<file path="src/rtl/cpu_traffic_gen.sv">
// LFSR pattern traffic generator on the SDRAM controller CPU port: write, read-verify or both over a word range.
// One bus cycle in flight; each access waits for enaWRreg&cpuena, and at least one idle slot separates accesses.
module cpu_traffic_gen #(
  parameter int ADDR_BITS = 26,
  parameter int LEN_BITS  = 16,
  parameter int ERR_BITS  = 8
) (
  input  logic                clk_114,
  input  logic                reset,
  input  logic                start,
  input  logic                abort,
  input  logic [1:0]          mode,
  input  logic [ADDR_BITS:1]  base_addr,
  input  logic [LEN_BITS-1:0] length,
  input  logic [15:0]         seed,
  output logic                busy,
  output logic                done,
  output logic                aborted,
  output logic [ERR_BITS-1:0] err_count,
  output logic [ADDR_BITS:1]  err_addr,
  output logic [ADDR_BITS:1]  cpuAddr,
  output logic [3:0]          cpustate,
  output logic                cpuL,
  output logic                cpuU,
  output logic [15:0]         cpuWR,
  input  logic [15:0]         cpuRD,
  input  logic                enaWRreg,
  input  logic                cpuena
);
  typedef enum logic [1:0] {IDLE, ACCESS, GAP, DONE} state_t;

  localparam logic [3:0]          CS_IDLE  = 4'b0101;
  localparam logic [ADDR_BITS:1]  ADDR_ONE = {{(ADDR_BITS-1){1'b0}}, 1'b1};
  localparam logic [LEN_BITS-1:0] LEN_ONE  = {{(LEN_BITS-1){1'b0}}, 1'b1};
  localparam logic [ERR_BITS-1:0] ERR_ONE  = {{(ERR_BITS-1){1'b0}}, 1'b1};

  state_t              state;
  logic [ADDR_BITS:1]  base_q;
  logic [LEN_BITS-1:0] len_q;
  logic [LEN_BITS-1:0] remain;
  logic [15:0]         seed_q;
  logic                wr_pass;
  logic                verify_pass;
  logic                abort_pend;
  logic [15:0]         seed_eff;
  logic [15:0]         pat_next;
  logic                complete;
  logic                rd_mismatch;
  logic                stop_now;

  // cpuWR doubles as the pattern register; during read passes it holds the expected word.
  always_comb begin
    seed_eff    = (seed == 16'h0000) ? 16'h0001 : seed;
    pat_next    = {cpuWR[14:0], cpuWR[15] ^ cpuWR[13] ^ cpuWR[12] ^ cpuWR[10]};
    complete    = (state == ACCESS) && enaWRreg && cpuena;
    rd_mismatch = !wr_pass && (cpuRD != cpuWR);
    stop_now    = abort || abort_pend;
  end

  always_ff @(posedge clk_114) begin
    if (reset) begin
      state       <= IDLE;
      cpustate    <= CS_IDLE;
      cpuL        <= 1'b1;
      cpuU        <= 1'b1;
      cpuAddr     <= '0;
      cpuWR       <= '0;
      busy        <= 1'b0;
      done        <= 1'b0;
      aborted     <= 1'b0;
      err_count   <= '0;
      err_addr    <= '0;
      base_q      <= '0;
      len_q       <= '0;
      remain      <= '0;
      seed_q      <= '0;
      wr_pass     <= 1'b0;
      verify_pass <= 1'b0;
      abort_pend  <= 1'b0;
    end else begin
      case (state)
        IDLE: begin
          if (start) begin
            err_count   <= '0;
            err_addr    <= '0;
            aborted     <= 1'b0;
            abort_pend  <= 1'b0;
            base_q      <= base_addr;
            len_q       <= length;
            seed_q      <= seed_eff;
            cpuAddr     <= base_addr;
            cpuWR       <= seed_eff;
            remain      <= length;
            wr_pass     <= (mode != 2'b01);
            verify_pass <= mode[1];
            if (length == '0) begin
              state <= DONE;
              done  <= 1'b1;
            end else begin
              state    <= ACCESS;
              busy     <= 1'b1;
              cpustate <= {3'b001, (mode != 2'b01)};
              cpuL     <= 1'b0;
              cpuU     <= 1'b0;
            end
          end
        end
        ACCESS: begin
          // Abort never truncates a bus cycle; it is remembered until completion.
          if (abort) abort_pend <= 1'b1;
          if (complete) begin
            cpustate <= CS_IDLE;
            cpuL     <= 1'b1;
            cpuU     <= 1'b1;
            if (rd_mismatch) begin
              if (err_count != '1) err_count <= err_count + ERR_ONE;
              if (err_count == '0) err_addr <= cpuAddr;
            end
            if (stop_now) begin
              state   <= DONE;
              busy    <= 1'b0;
              done    <= 1'b1;
              aborted <= 1'b1;
            end else if (remain != LEN_ONE) begin
              state   <= GAP;
              cpuAddr <= cpuAddr + ADDR_ONE;
              cpuWR   <= pat_next;
              remain  <= remain - LEN_ONE;
            end else if (wr_pass && verify_pass) begin
              state   <= GAP;
              cpuAddr <= base_q;
              cpuWR   <= seed_q;
              remain  <= len_q;
              wr_pass <= 1'b0;
            end else begin
              state <= DONE;
              busy  <= 1'b0;
              done  <= 1'b1;
            end
          end
        end
        GAP: begin
          if (abort) begin
            state   <= DONE;
            busy    <= 1'b0;
            done    <= 1'b1;
            aborted <= 1'b1;
          end else if (enaWRreg) begin
            state    <= ACCESS;
            cpustate <= {3'b001, wr_pass};
            cpuL     <= 1'b0;
            cpuU     <= 1'b0;
          end
        end
        DONE: begin
          done  <= 1'b0;
          state <= IDLE;
        end
        default: state <= IDLE;
      endcase
    end
  end
endmodule
</file>
<file path="config.mk">
export PLATFORM = sky130hd
export DESIGN_NAME = cpu_traffic_gen
export DESIGN_NICKNAME = d
export VERILOG_FILES = /design/src/rtl/cpu_traffic_gen.sv
export SDC_FILE = /design/constraint.sdc
export NUM_CORES = 1
export LEC_CHECK = 0
export ABC_AREA = 1
export BUFFER_PORTS_ARGS = -buffer_cell sky130_fd_sc_hd__buf_2
export CAP_MARGIN = 10
export CORE_MARGIN = 4
export CORE_UTILIZATION = 35
export CTS_BUF_LIST = sky130_fd_sc_hd__clkbuf_8
export DETAILED_ROUTE_END_ITERATION = 8
export HOLD_SLACK_MARGIN = 0.02
export PLACE_DENSITY_LB_ADDON = 0.12
export SYNTH_ARGS = -nofsm -noshare
export SYNTH_HDL_FRONTEND = slang
export SYNTH_SLANG_ARGS = --single-unit
</file>
<file path="constraint.sdc">
create_clock -name clk_114 -period 4.7 [get_ports clk_114]
set_input_delay 0.94 -clock clk_114 [delete_from_list [all_inputs] [get_ports clk_114]]
set_output_delay 0.94 -clock clk_114 [all_outputs]
set_load 0.02 [all_outputs]
</file>
# Word-level counts from Yosys, hierarchy flattened
# Index checks and enable logic that the tools add are counted.
[op_classes]
div_mod_pow = 0
n_reduce_logical = 23
addsub = 3
n_mul = 0
n_bitwise = 3
n_mux = 77
shift = 0
n_eq_ne = 26
magnitude_cmp = 0
[ops]
columns = ["cell", "count"]
rows = [
  ["26-bit two-way mux", 9],
  ["16-bit two-way mux", 11],
  ["26-bit case mux with 2 select lines", 2],
  ["16-bit case mux with 2 select lines", 2],
  ["16-bit logical NOT", 2],
  ["8-bit two-way mux", 4],
  ["1-bit two-way mux", 30],
  ["26-bit by 1-bit adder with 26-bit output (second input constant)", 1],
  ["2-bit != test (second input constant)", 12],
  ["4-bit two-way mux", 5],
  ["5-bit AND reduction", 4],
  ["6-bit AND reduction", 3],
  ["16-bit by 1-bit != test with 1-bit output (second input constant)", 1],
  ["16-bit != test", 1],
  ["8-bit case mux with 2 select lines", 1],
  ["16-bit by 1-bit subtractor with 16-bit output (second input constant)", 1],
  ["4-bit case mux with 3 select lines", 1],
  ["2-bit two-way mux", 5],
  ["3-bit != test (second input constant)", 3],
  ["1-bit case mux with 3 select lines", 3],
  ["8-bit by 1-bit adder with 8-bit output (second input constant)", 1],
  ["8-bit logical NOT", 1],
  ["2-bit by 1-bit != test with 1-bit output (second input constant)", 4],
  ["8-bit != test (second input constant)", 1],
  ["other kinds (16)", 24],
]
[totals]
mem_count = 0
latchBits = 0
word_cells = 149
ff_bits = 163
output_inout_bits = 85
rom_bits = 0
mem_bits_rw = 0

# Depth between registers and ports, before layout
[logic_depth]
ltp_word = 7
ltp_mapped = 14

# Worst setup path after synthesis
# OpenSTA, ideal clock, no wires.
[synth_timing]
path_type = "input-to-reg"
start = "in cpuRD[15]"
end = "reg err_addr[2] in the netlist's numbering"
slack_ns = 2.570
t_required_ns = 4.572
arrival_ns = 2.002
cell_stages = 13
path_cell_list = "nand2_1 > inv_1 > nor2_1 > nor2_1 > nand2_1 > nor2_1 > nand2_1 > nand2_1 > nand2_1 > clkbuf_1 > nand4_1 > nand2_1 > nor2_1"
[synth_between]
elab_chain_len = 4
[synth_lines]
columns = ["item", "line_no", "text"]
rows = [
  ["start, declared", "26", "input logic [15:0] cpuRD,"],
  ["16-bit != test", "56", "rd_mismatch = !wr_pass && (cpuRD != cpuWR);"],
  ["1-bit logical AND", "56", ""],
  ["2-bit != test (no line)", "-", ""],
  ["5-bit AND reduction (no line)", "-", ""],
  ["end signal, assigned", "117", "if (err_count == '0) err_addr <= cpuAddr;"],
  ["end, declared", "20", "output logic [ADDR_BITS:1] err_addr,"],
]
# No other way between the ends.
# A chain may end at the register's enable or synchronous reset.

# Final worst setup path
[layout_timing]
start = "reg state[1]"
end = "reg busy"
[layout_between]
elab_chain_len = 5
[layout_lines]
columns = ["item", "line_no", "text"]
rows = [
  ["start, declared", "37", "state_t state;"],
  ["start signal, assigned", "62", "state <= IDLE;"],
  ["start signal, assigned", "97", "state <= DONE;"],
  ["start signal, assigned", "100", "state <= ACCESS;"],
  ["2-bit by 1-bit == test with 1-bit output", "55, 81", ""],
  ["1-bit logical AND (2 in a row)", "55", "complete = (state == ACCESS) && enaWRreg && cpuena;"],
  ["2-bit != test (no line)", "-", ""],
  ["7-bit AND reduction (no line)", "-", ""],
  ["end signal, assigned", "68", "busy <= 1'b0;"],
  ["end signal, assigned", "101", "busy <= 1'b1;"],
  ["end signal, assigned", "121", "busy <= 1'b0;"],
  ["end, declared", "16", "output logic busy,"],
]
# Parallel ways exist; a longest one is shown, timed or not.

==> impl_metrics.csv <==
group,metric,value,unit
finish,final_util,0.412,
sta,min_period,3.10,ns
pwr,comb_power_share,0.494,
floorplanning,die_h,168,um
pwr,leakagePower,4.77,nW
min_path,hp-class,"reg2reg",
setup_path,max_stage_delay,0.58,ns
detailed_routing,drt_iter0_markers,782,
clocking,clock_sinks,162,
sta,hold_ws,0.470,ns
setup_path,required,5.06,ns
setup_path,path_cells,"inv_1, ha_4, buf_4, inv_2, buf_4, nor3_1, o21ai_0, nand2_1, nor2_1, o21ai_0, nor2_1",
floorplanning,die_w,168,um
setup_path,r2r_slack,1.60,ns
clocking,hold_buffers,0,
yosys,synthFlopType,"dfxtp_1",
finish,syn_to_final_growth,16.0,%
sta,drv_slew,0,
clocking,cts-root-buf,"clkbuf_8",
pwr,ir_worst_vdd,0.000446,V
setup_path,cp_slowest_cell,"buf_4",
sta,finalCritPeriodShare,0.659,
global_route,grt_pass1_wl,46100,um
detailed_routing,avgRoutedWirePerCell,15.4,um
pwr,power_switching,0.00319,W
clocking,cts_resized,0,
global_route,grt_start_max_net_pins,85,
pwr,p_per_area,639,mW/mm^2
sta,tightest_slew,1.04,ns
global_route,grt_overflow_total,0,
yosys,ys_ff_latch,162,
clocking,cts_setup_buffers,0,
detailed_routing,wl,28500,um
clocking,clk_latency,0.46,ns
sta,finalHoldViolations,0,
clocking,path_clk_slew,0.09,ns
pwr,clkPwrFrac,0.167,
pwr,p_int,0.00344,W
detailed_routing,vias,9265,
clocking,cts-htree-levels,4,
setup_path,worst-path-max-fanout,67,
detailed_routing,drtPass1Iterations,5,
global_route,grtUsageTotal,0.197,
yosys,synth_edf_count,0,
clocking,cts_tree,"done",
setup_path,end_kind,"flip-flop",
yosys,synth_cells,1388,
clocking,max-clock-path-buffers,2,
finish,finalNetCount,1597,
sta,rsz0062_at_grt,"no",
outcome,outcome,"finished clean",
sta,fmax,323,MHz
yosys,ys_seq_area_frac,0.363,
detailed_routing,drc,0,
setup_path,start_kind,"flip-flop",
run,maxCapViolCount,0,
sta,final.setup_skew,0.0148,ns
finish,layout_common_cells,"nand2_1, nor2_1, buf_2",
floorplanning,start_util,0.355,
finish,drive_above_1_share,0.150,
yosys,syn_area_per_cell,6.44,um^2
placement,post-dp-hpwl,19000,um
finish,layout_commonest_cell,"nand2_1",
floorplanning,io_pins,167,
global_route,antenna_found_initial,5,
yosys,ys_async_sr_fraction,0,
setup_path,cp.arrival,3.45,ns
global_route,grt_pass1_vias,8392,
sta,setup_violations,0,
yosys,syn-num-nets,1481,
pwr,power,0.00663,W
floorplanning,core,0.0252,mm^2
detailed_routing,via_per_inst,5.02,
yosys,synth_cell_types,41,
detailed_routing,ant_nets,0,
sta,finalSetupTns,0,ns
sta,slew-limit-headroom,0.308,
floorplanning,die_area,0.0282,mm^2
yosys,syn-cell-area,0.00894,mm^2
pwr,sw_frac_of_total,0.481,
yosys,yosys_warnings,0,
pwr,seqPwrFrac,0.340,
clocking,cts_inserted_buffers,17,
placement,portBuffers,165,
placement,gp_congestion,0.855,
floorplanning,rows,58,
finish,antenna_cells,0,
setup_path,critPathKind,"reg2reg",
Yosys cell counts (4+ instances only):
| master | number | area (um^2) |
|---|---|---|
| nor2_1 | 224 | 841 |
| nor4_1 | 4 | 25.0 |
| nor3_1 | 20 | 100 |
| a21oi_1 | 143 | 716 |
| buf_2 | 14 | 70.1 |
| clkbuf_1 | 56 | 210 |
| o211ai_1 | 13 | 97.6 |
| nand4_1 | 46 | 288 |
| ha_1 | 11 | 138 |
| buf_6 | 4 | 45.0 |
| xnor2_1 | 8 | 70.1 |
| nand2_1 | 271 | 1020 |
| nand3b_1 | 5 | 37.5 |
| o21ai_0 | 158 | 791 |
| nand3_1 | 29 | 145 |
| inv_1 | 138 | 518 |
| buf_4 | 4 | 30.0 |
| dfxtp_1 | 162 | 3240 |
| xor2_1 | 17 | 149 |
| o21ai_1 | 30 | 150 |
flip-flops by register name (all words and copies together) (netlist names):
signal       flops
cpustate         3
cpuU             1
done             1
seed_q          16
cpuAddr         26
abort_pend       1
verify_pass      1
wr_pass          1
base_q          26
err_count        8
busy             1
len_q           16
cpuWR           16
err_addr        26
remain          16
state            2
aborted          1
final cells by class:
class | instances | area [um^2]
Clock buffer | 19 | 262
Clock inverter | 13 | 163
Fill cell | 2747 | 14800
Inverter | 140 | 528
Multi-Input combinational cell | 1006 | 4820
Sequential cell | 162 | 3240
Tap cell | 330 | 413
Timing Repair Buffer | 177 | 941
worst paths after layout:
check              endpoint  cells past startpoint  startpoint
hold / removal    len_q[14]                      2   len_q[14]
setup / recovery       busy                     11    state[1]
hold reg to reg   len_q[14]                      2   len_q[14]
setup reg to reg       busy                     11    state[1]
layer usage:
layer / share of wire / up-vias / global-route usage
met5: 0.0022 / - / 0
met4: 0.010 / 10 / 0.0427
met3: 0.047 / 30 / 0.0387
met2: 0.44 / 202 / 0.299
met1: 0.50 / 4247 / 0.290
li1: - / 4776 / -
cells by family after synthesis:
family,after synthesis,synth area share
and+or+nand+nor,613,0.289
adders and majority gates,11,0.0154
AOI/OAI and AO/OA,356,0.208
other,1,0.000419
DFF,162,0.363
xor gates and xnor gates,25,0.0245
buffers and inverters,220,0.0996
critical path: cells and delay by family (launching register included):
family                     cells  cell delay [ns]
adders and majority gates      1             0.52
DFF                            1             0.35
buffers and inverters          4             1.21
and+or+nand+nor                4             0.56
AOI/OAI and AO/OA              2             0.33
power by group through the flow:
stage / Clock [W] / Combinational, W / Sequential, W
6_report: 0.00111 / 0.00327 / 0.00225
5_1_grt: 0.00118 / 0.00373 / 0.00232
2_1_floorplan: 0 / 0.00227 / 0.00238
3_3_place_gp: 0 / 0.00325 / 0.00228
4_1_cts: 0.00113 / 0.00330 / 0.00225
3_5_place_dp: 0 / 0.00328 / 0.00227
metrics by stage:
step	area, um^2	std cells	setup WS [ns]
3_5_place_dp	9950	1815	1.57
3_3_place_gp	9950	1815	1.72
2_1_floorplan	8940	1388	2.57
5_1_grt	10400	1847	1.28
4_1_cts	10400	1847	1.56
6_report	10400	1847	1.60
Power figures use the tool's default switching activity.
